## config.mk

```make
export PLATFORM = sky130hd
export DESIGN_NAME = frame_fetcher
export DESIGN_NICKNAME = d
export VERILOG_FILES = /design/src/rtl/frame_fetcher_pkg.sv /design/src/rtl/frame_buffer_pp.sv /design/src/rtl/frame_fetcher.sv
export SDC_FILE = /design/constraint.sdc
export NUM_CORES = 2
export LEC_CHECK = 0
export CORE_ASPECT_RATIO = 1.25
export CORE_UTILIZATION = 55
export DETAILED_ROUTE_END_ITERATION = 7
export GPL_ROUTABILITY_DRIVEN = 0
export PLACE_DENSITY_LB_ADDON = 0.25
export SYNTH_ARGS = -nofsm -noshare
export SYNTH_HDL_FRONTEND = slang
export SYNTH_SLANG_ARGS = --single-unit
```

## constraint.sdc

```tcl
create_clock -name clock -period 9.1 [get_ports clock]
set_clock_uncertainty 0.15 [all_clocks]
set_input_delay 1.82 -clock clock [delete_from_list [all_inputs] [get_ports clock]]
set_output_delay 1.82 -clock clock [all_outputs]
set_load 0.05 [all_outputs]
```

## src/rtl/frame_fetcher_pkg.sv

```systemverilog
// frame_fetcher_pkg: fetch FSM encoding and frame-buffer sizing shared with animation_renderer.
package frame_fetcher_pkg;

    typedef enum logic [1:0] {IDLE, FETCH, WAIT_SWAP} fetch_state_e;

    localparam int FB_WORDS      = 64;
    localparam int FB_DATA_WIDTH = 32;
    localparam int FB_ADDR_WIDTH = 14;
    localparam int FB_FRAMES     = 256;

    function automatic logic [31:0] frame_base(input logic [7:0] f, input int unsigned words);
        return 32'(f) * words;
    endfunction

endpackage

```

## src/rtl/frame_buffer_pp.sv

```systemverilog
// frame_buffer_pp: ping-pong frame store; writes land in the back half, reads come from the front half.
module frame_buffer_pp
    import frame_fetcher_pkg::*;
#(
    parameter int WORDS = FB_WORDS,
    parameter int DW    = FB_DATA_WIDTH,
    parameter int IW    = $clog2(WORDS)
) (
    input  logic          clock,
    input  logic          reset_n,
    input  logic          swap,
    input  logic          we,
    input  logic [IW-1:0] waddr,
    input  logic [DW-1:0] wdata,
    input  logic [IW-1:0] raddr,
    output logic [DW-1:0] rdata
);
    logic          front_q;
    logic [DW-1:0] buf_q [2][WORDS];

    always_ff @(posedge clock) begin
        if (!reset_n) front_q <= 1'b0;
        else if (swap) front_q <= ~front_q;
    end

    always_ff @(posedge clock) begin
        if (we) buf_q[~front_q][waddr] <= wdata;
    end

    assign rdata = buf_q[front_q][raddr];

endmodule

```

## src/rtl/frame_fetcher.sv

```systemverilog
// frame_fetcher: fills a back buffer from frame memory and streams whole frames from the front buffer.
// Defining FRAME_FETCH_STATS_EN adds a saturating dropped_cnt of aborted fetches.
module frame_fetcher
    import frame_fetcher_pkg::*;
#(
    parameter int WORDS_PER_FRAME = FB_WORDS,
    parameter int DATA_WIDTH      = FB_DATA_WIDTH,
    parameter int ADDR_WIDTH      = FB_ADDR_WIDTH
) (
    input  logic                  clock,
    input  logic                  reset_n,
    input  logic [7:0]            frame_num,
    output logic                  mem_rd,
    output logic [ADDR_WIDTH-1:0] mem_addr,
    input  logic [DATA_WIDTH-1:0] mem_data,
    output logic [DATA_WIDTH-1:0] out_data,
    output logic                  out_valid,
    input  logic                  out_ready,
    output logic                  out_last,
    output logic                  frame_loaded
`ifdef FRAME_FETCH_STATS_EN
    ,
    output logic [15:0]           dropped_cnt
`endif
);
    localparam int IW = $clog2(WORDS_PER_FRAME);
    localparam logic [IW-1:0] LAST = IW'(WORDS_PER_FRAME - 1);

    fetch_state_e          state_q;
    logic [7:0]            req_frame_q;
    logic [IW-1:0]         rd_idx_q, wr_idx_q, out_idx_q;
    logic                  rd_pend_q, mem_rd_q, loaded_q;
    logic [ADDR_WIDTH-1:0] mem_addr_q;
    logic [DATA_WIDTH-1:0] rdata;
    logic                  chg, hs, swap, we, issue_more;

    assign chg        = frame_num != req_frame_q;
    assign hs         = loaded_q && out_ready;
    assign issue_more = mem_rd_q && (rd_idx_q != LAST);
    assign swap       = reset_n && (state_q == WAIT_SWAP) && !chg && (!loaded_q || (hs && out_idx_q == LAST));
    assign we         = reset_n && (state_q == FETCH) && !chg && rd_pend_q;

    // Any frame_num change restarts the fetch from idx 0, dropping whatever is in flight.
    always_ff @(posedge clock) begin
        if (!reset_n) begin
            state_q     <= IDLE;
            req_frame_q <= ~frame_num;
            rd_idx_q    <= '0;
            wr_idx_q    <= '0;
            rd_pend_q   <= 1'b0;
            mem_rd_q    <= 1'b0;
            mem_addr_q  <= '0;
        end else if (chg) begin
            state_q     <= FETCH;
            req_frame_q <= frame_num;
            rd_idx_q    <= '0;
            rd_pend_q   <= 1'b0;
            mem_rd_q    <= 1'b1;
            mem_addr_q  <= ADDR_WIDTH'(frame_base(frame_num, WORDS_PER_FRAME));
        end else begin
            rd_pend_q <= mem_rd_q;
            wr_idx_q  <= rd_idx_q;
            mem_rd_q  <= issue_more;
            rd_idx_q  <= issue_more ? rd_idx_q + IW'(1) : rd_idx_q;
            mem_addr_q <= issue_more ? mem_addr_q + ADDR_WIDTH'(1) : mem_addr_q;
            if (state_q == FETCH && rd_pend_q && wr_idx_q == LAST) state_q <= WAIT_SWAP;
            if (swap) state_q <= IDLE;
        end
    end

    always_ff @(posedge clock) begin
        if (!reset_n) begin
            out_idx_q <= '0;
            loaded_q  <= 1'b0;
        end else begin
            if (hs) out_idx_q <= out_idx_q + IW'(1);
            if (swap) loaded_q <= 1'b1;
        end
    end

`ifdef FRAME_FETCH_STATS_EN
    logic [15:0] dropped_q;
    always_ff @(posedge clock) begin
        if (!reset_n) dropped_q <= '0;
        else if (chg && state_q != IDLE && dropped_q != 16'hFFFF) dropped_q <= dropped_q + 16'd1;
    end
    assign dropped_cnt = dropped_q;
`endif

    frame_buffer_pp #(.WORDS(WORDS_PER_FRAME), .DW(DATA_WIDTH)) u_fb (
        .clock   (clock),
        .reset_n (reset_n),
        .swap    (swap),
        .we      (we),
        .waddr   (wr_idx_q),
        .wdata   (mem_data),
        .raddr   (out_idx_q),
        .rdata   (rdata)
    );

    assign mem_rd       = mem_rd_q;
    assign mem_addr     = mem_addr_q;
    assign out_valid    = loaded_q;
    assign out_data     = loaded_q ? rdata : '0;
    assign out_last     = loaded_q && (out_idx_q == LAST);
    assign frame_loaded = loaded_q;

endmodule
```

* Word-level counts from Yosys, hierarchy flattened *
Memory sizes are Yosys's and may differ from the RTL's. A register that Yosys moved wholly into a read port is not among the register bits.
Cells that the tools add are included.

cells by class
  add/sub/neg operators = 3
  magnitude comparators = 3
  equality and inequality tests = 7
  multiplexer cells = 18
  bitwise logic cells = 5
  reductions and logical operators = 20

operators with widths
  cell                                                        count
  two-way mux 2048 bit                                        1
  binary-select mux 32 bit (select 6 bit)                     1
  demux 32 bit (select 6 bit)                                 1
  two-way mux 32 bit                                          4
  two-way mux 14 bit                                          2
  two-way mux 8 bit                                           2
  adder 14 x 1 -> 14 bit, second input constant               1
  >= comparator 7 bit, second input constant                  2
  inverter 6 -> 7 bit                                         2
  logical AND 1 bit                                           13
  adder 6 x 1 -> 6 bit, second input constant                 2
  equality test 6 bit, second input constant                  2
  != test 8 bit                                               1
  inverter 8 bit                                              1
  less-than comparator 7 x 1 -> 1 bit, second input constant  1
  two-way mux 1 bit                                           7
  != test 6 bit, second input constant                        1
  nonzero test 3 bit                                          1
  OR reduction 3 bit                                          1
  equality test 2 x 1 -> 1 bit, second input constant         1
  equality test 2 bit, second input constant                  1
  logical NOT 1 bit                                           2
  != test 2 x 1 -> 1 bit, second input constant               1
  inverter 1 bit                                              2
  3 further kinds                                             3

storage, ports and cells
  register bits after elaboration = 46
  memory bits (writable) = 4096
  output and inout bits = 50
  logic and storage cells = 69
  memories = 1

memories
  memory      words  width  read ports  clocked after Yosys merged registers in  wr ports  RTL line               text
  u_fb.buf_q  2      2048   1           1                                        1         frame_buffer_pp.sv:19  logic [DW-1:0] buf_q [2][WORDS];

* Logic depth before layout (Yosys ltp) *
  depth after elaboration = 6
  gate-level depth with buffers = 11

* Modules after synthesis *
Synthesis repeated with hierarchy kept, for this count alone.

unflattened totals
  cells, all modules = 6222
  area, all modules = 158017.8 µm²

by module, submodules not included
  module           times used  cells each  area an instance (µm²)  seq. area each (µm²)
  frame_buffer_pp  1           5951        155630.5                123038.0
  frame_fetcher    1           271         2387.3                  980.9

* Worst setup path before layout *
No wires, ideal clock.

  kind = in2reg
  start = input port frame_num[0]
  end = memory u_fb.buf_q[0][0] in the netlist's numbering, enable pin
  setup time = 0.461 ns
  arrival time = 4.952 ns
  required time = 8.489 ns
  setup slack = 3.537 ns
  stages = 5
  buffers on the path = 1
  cell sequence = xnor2_1 -> nand4_2 -> or3_4 -> buf_6 -> nor3_1

on the way
  longest elaborated chain between the ends = 6

RTL lines
  item                                        RTL line               text
  start, declared                             frame_fetcher.sv:12    input logic [7:0] frame_num,
  != test 8 bit                               frame_fetcher.sv:37    assign chg = frame_num != req_frame_q;
  logical NOT 1 bit                           frame_fetcher.sv:41    assign we = reset_n && (state_q == FETCH) && !chg && rd_pend_q;
  logical AND 1 bit (2 in a row)              frame_fetcher.sv:41
  two-way mux 1 bit                           frame_buffer_pp.sv:27  if (we) buf_q[~front_q][waddr] <= wdata;
  two-way mux 2048 bit (implied by the code)  frame_buffer_pp.sv:27
  end, declared                               frame_buffer_pp.sv:19

No other way between the ends.

* Final worst setup path *
  start = register out_idx_q[2]
  end = output port out_data[5]

on the way
  longest elaborated chain between the ends = 5

RTL lines
  item                                                   RTL line               text
  start, declared                                        frame_fetcher.sv:31    logic [IW-1:0] rd_idx_q, wr_idx_q, out_idx_q;
  start signal, assigned                                 frame_fetcher.sv:76    if (hs) out_idx_q <= out_idx_q + IW'(1);
  inverter 6 -> 7 bit (implied by the code)              frame_buffer_pp.sv:30  assign rdata = buf_q[front_q][raddr];
  binary-select mux 32 bit (select 6 bit)                frame_buffer_pp.sv:30
  two-way mux 32 bit (implied by the code) (2 in a row)  frame_buffer_pp.sv:30
  two-way mux 32 bit                                     frame_fetcher.sv:104   assign out_data = loaded_q ? rdata : '0;
  end, declared                                          frame_fetcher.sv:16    output logic [DATA_WIDTH-1:0] out_data,

No other way between the ends. The select of a mux whose other input is x is not followed.

==> summary.md <==
| Metric | Value |
|---|---|
| RSZ-0062 raised after global routing | no |
| Sink Count | slightly above 4000 |
| Clock power share | 42.9% |
| Crit path required time | roughly 7.1 ns |
| Met1 Use GR | between 40 and 50% |
| Routed len/inst | 36.4 um |
| I/O pin cnt | 93 |
| CTS clk-pin slew, worst paths | around 0.060 ns |
| Via count | 80700 |
| R2R depth | 7 |
| Mapped Area | between 150000 and 200000 um^2 |
| Async S/R FF share, synth | 0% |
| Maximum VDD drop | roughly 0.00016 V |
| DIE HEIGHT | approximately 600 um |
| CP Launch Type | register |
| Global Route met2 Usage | a little under half |
| Final hold viol count | 0 |
| I/O Buffers | approximately 90 |
| First-pass GRT wire length | about 600000 um |
| CP arrival | approximately 7 ns |
| Drt total wl | 433000 um |
| Post-Layout Cell Count | 11900 |
| Share of the yosys chip area belonging to registers | between 70% and 80% |
| Placed cell count | roughly 11000 |
| Drt first pass iters | 6 |
| Layout area overhead | 12.1% |
| CTS root buffer | clkbuf_16 |
| Status | completed |
| Core Rows | 220 |
| Clk_lat worst skew | approximately 0.91 ns |
| Reg power frac | 56.0% |
| 1st-iter DRT viols | ~12000 |
| Post-route ant nets | 0 |
| DP Area | around 170000 um^2 |
| # Post-CTS Setup Buffers | 0 |
| Hold path depth | 2 |
| Layout cells sized above 1 | approximately a quarter |
| Initial core utilization | 55.4% |
| Post-synth cell types | 72 |
| Largest net degree at the start of global routing | 104 |
| Hold Slack | approximately 0.34 ns |
| CTS Buf Count | a little under 400 |
| Maximum fanout along the worst path | 22 |
| Grt peak-use layer | met2 |
| Avg Inst Size Synth | ~21 um^2 |
| P_leak | roughly 53 nW |
| Die area | between 200000 and 300000 um^2 |
| Synth Instances | about 7400 |
| Synth Register Bits | a little over 4000 |
| Core Region | between 200000 and 300000 um^2 |
| Minimum clock period | 9.01 ns |
| DRC viols | 0 |
| Setup_tns | 0 ns |
| Net count, final | between 7000 and 8000 |
| Clock Tree Buf Depth | 4 |
| Initial antenna violation count | 25 |
| H-Tree Depth | 5 |
| Worst rel slew slack | 0.880% |
| Setup Viol. Count Final | 0 |
| GRT Total Usage | between 20% and 30% |
| Type of the most critical hold path | register to register |
| Number of flops mapped to enable cells by yosys | a little over 4000 |
| Highest Clock Rate | approximately 110 MHz |
| Ys flop type | edfxtp_1 |
| Vias in the first global route | between 80000 and 90000 |
| Met3 Track Usage GR | under 10% |
| Mapped Nets | between 7000 and 8000 |
| Max-Cap Viols | 0 |
| Final HPWL DP | around 250000 um |
| PwrDens | about 210 nW/um^2 |
| Hold Buf Count CTS | 0 |
| Worst-Margin Slew | around 1.5 ns |
| Logic pwr share | under 10% |
| Die X | roughly 480 um |
| P_sw | around 0.0073 W |
| Synth Warn # | 0 |
| CTS tree | done |
| Worst Setup End Kind | primary output |
| Fin crit share | between 90% and 100% |
| Switching Fraction | between 10% and 20% |
| Internal power | approximately 0.030 W |
| Vias per cell | approximately 7 |
| GRT overflow | 0 |
| Crit path kind | register to primary output |
| CTS resizes | 0 |
| Slew Limit Fails | 0 |
| Post-route cell area | 179000 um^2 |
cell usage in the layout (no fill, tap or decap), types with 60 or more instances in the layout:
cell / n
a21oi_1: 100
a221o_1: 68
a22oi_1: 210
buf_4: 316
clkbuf_1: 63
clkbuf_16: 395
clkdlybuf4s50_1: 60
clkinv_1: 92
clkinv_2: 83
edfxtp_1: 4104
mux2_2: 201
mux2i_1: 285
mux4_2: 797
nand2_1: 133
nand3_1: 74
nor2_1: 171
nor2_4: 129
o22ai_1: 97
through the flow:
step,power [W],worst slack (ns),utilization [%]
after global routing,0.0383,0.0727,62.1
after detailed placement,0.0218,1.34,57.8
after CTS,0.0376,0.337,62.1
final,0.0374,0.0899,62.1
after floorplan,0.0214,3.54,-
after global placement,0.0218,1.34,57.8
sequential cells by signal, summed over array words and instances (netlist names), named ones only:
name,count
frame_loaded,1
mem_addr,14
mem_rd,1
out_idx_q,6
rd_idx_q,6
rd_pend_q,1
req_frame_q,8
state_q,2
u_fb.buf_q,4096
u_fb.front_q,1
wr_idx_q,6
synth_stat cells (17+ instances only):
master / instances / area [um^2]
edfxtp_1: 4104 / 123000
mux4_2: 797 / 17900
mux2i_1: 285 / 2850
nor2_1: 273 / 1020
a22oi_1: 210 / 1580
mux2_2: 201 / 2260
clkbuf_1: 194 / 728
nand2_1: 134 / 503
buf_2: 122 / 611
a21oi_1: 100 / 500
o22ai_1: 97 / 607
nand3_1: 74 / 370
a221o_1: 68 / 681
a211oi_1: 58 / 435
buf_4: 56 / 420
o211ai_1: 56 / 420
o21ai_0: 53 / 265
o221ai_1: 53 / 464
a221oi_1: 49 / 429
buf_6: 42 / 473
dfxtp_1: 39 / 781
a22o_1: 31 / 272
a31oi_1: 28 / 175
xnor2_1: 28 / 245
buf_1: 27 / 101
nor2_2: 27 / 169
a21boi_0: 26 / 195
a222oi_1: 26 / 260
nor3_1: 17 / 85.1
area by class of cell:
cell class	instances	area (um^2)
fill	19300	109000
clock inverter	243	2290
multi-input combinational	2839	34000
antenna	8	20.0
tap	3774	4720
sequential	4143	124000
inverter	9	35.0
timing repair buffer	406	3570
clock buffer	458	10100
power by group through the flow:
stage	combinational [W]	clock, W	sequential (W)
finish	0.000414	0.0161	0.0210
detailed placement	0.000415	0	0.0214
floorplan	0.0000175	0	0.0214
CTS	0.000413	0.0162	0.0210
global placement	0.000385	0	0.0214
global route	0.000431	0.0169	0.0210
path summary, 6_finish.rpt:
path / slack (ns) / endpoint / startpoint
hold reg to reg: 0.34 / state_q[0] / state_q[0]
hold / removal: 0.34 / state_q[0] / state_q[0]
setup reg to reg: 4.59 / u_fb.buf_q[0][1936] / req_frame_q[5]
setup / recovery: 0.09 / out_data[5] / out_idx_q[2]
critical path, stage by stage, from the launching register on:
cell	delay, ns
dfxtp_4	0.74
buf_4	0.37
nor2b_2	0.86
nand2_1	0.53
a2111oi_0	1.29
nor3_1	0.09
a311oi_1	1.17
buf_4	0.25
clkdlybuf4s50_1	0.80
per-layer routing:
metal  routed length (um)  vias up
li1                     -    32200
met1               157000    42900
met2               206000     4867
met3                44800      794
met4                25100       10
met5                   67        -
cell families (layout without fill, tap and decap cells):
family                     count (synthesis)  in the layout  synth area share, %
xor gates and xnor gates                  38             38                0.209
buffers and inverters                    461           1116                 1.58
other                                      0              8                    0
DFF                                     4143           4143                 77.8
and+or+nand+nor                          606            606                 1.71
adders and majority gates                  3              3               0.0235
muxes                                   1283           1283                 14.5
AOI/OAI and AO/OA                        909            909                 4.23
(Power assumes the default switching activity.)
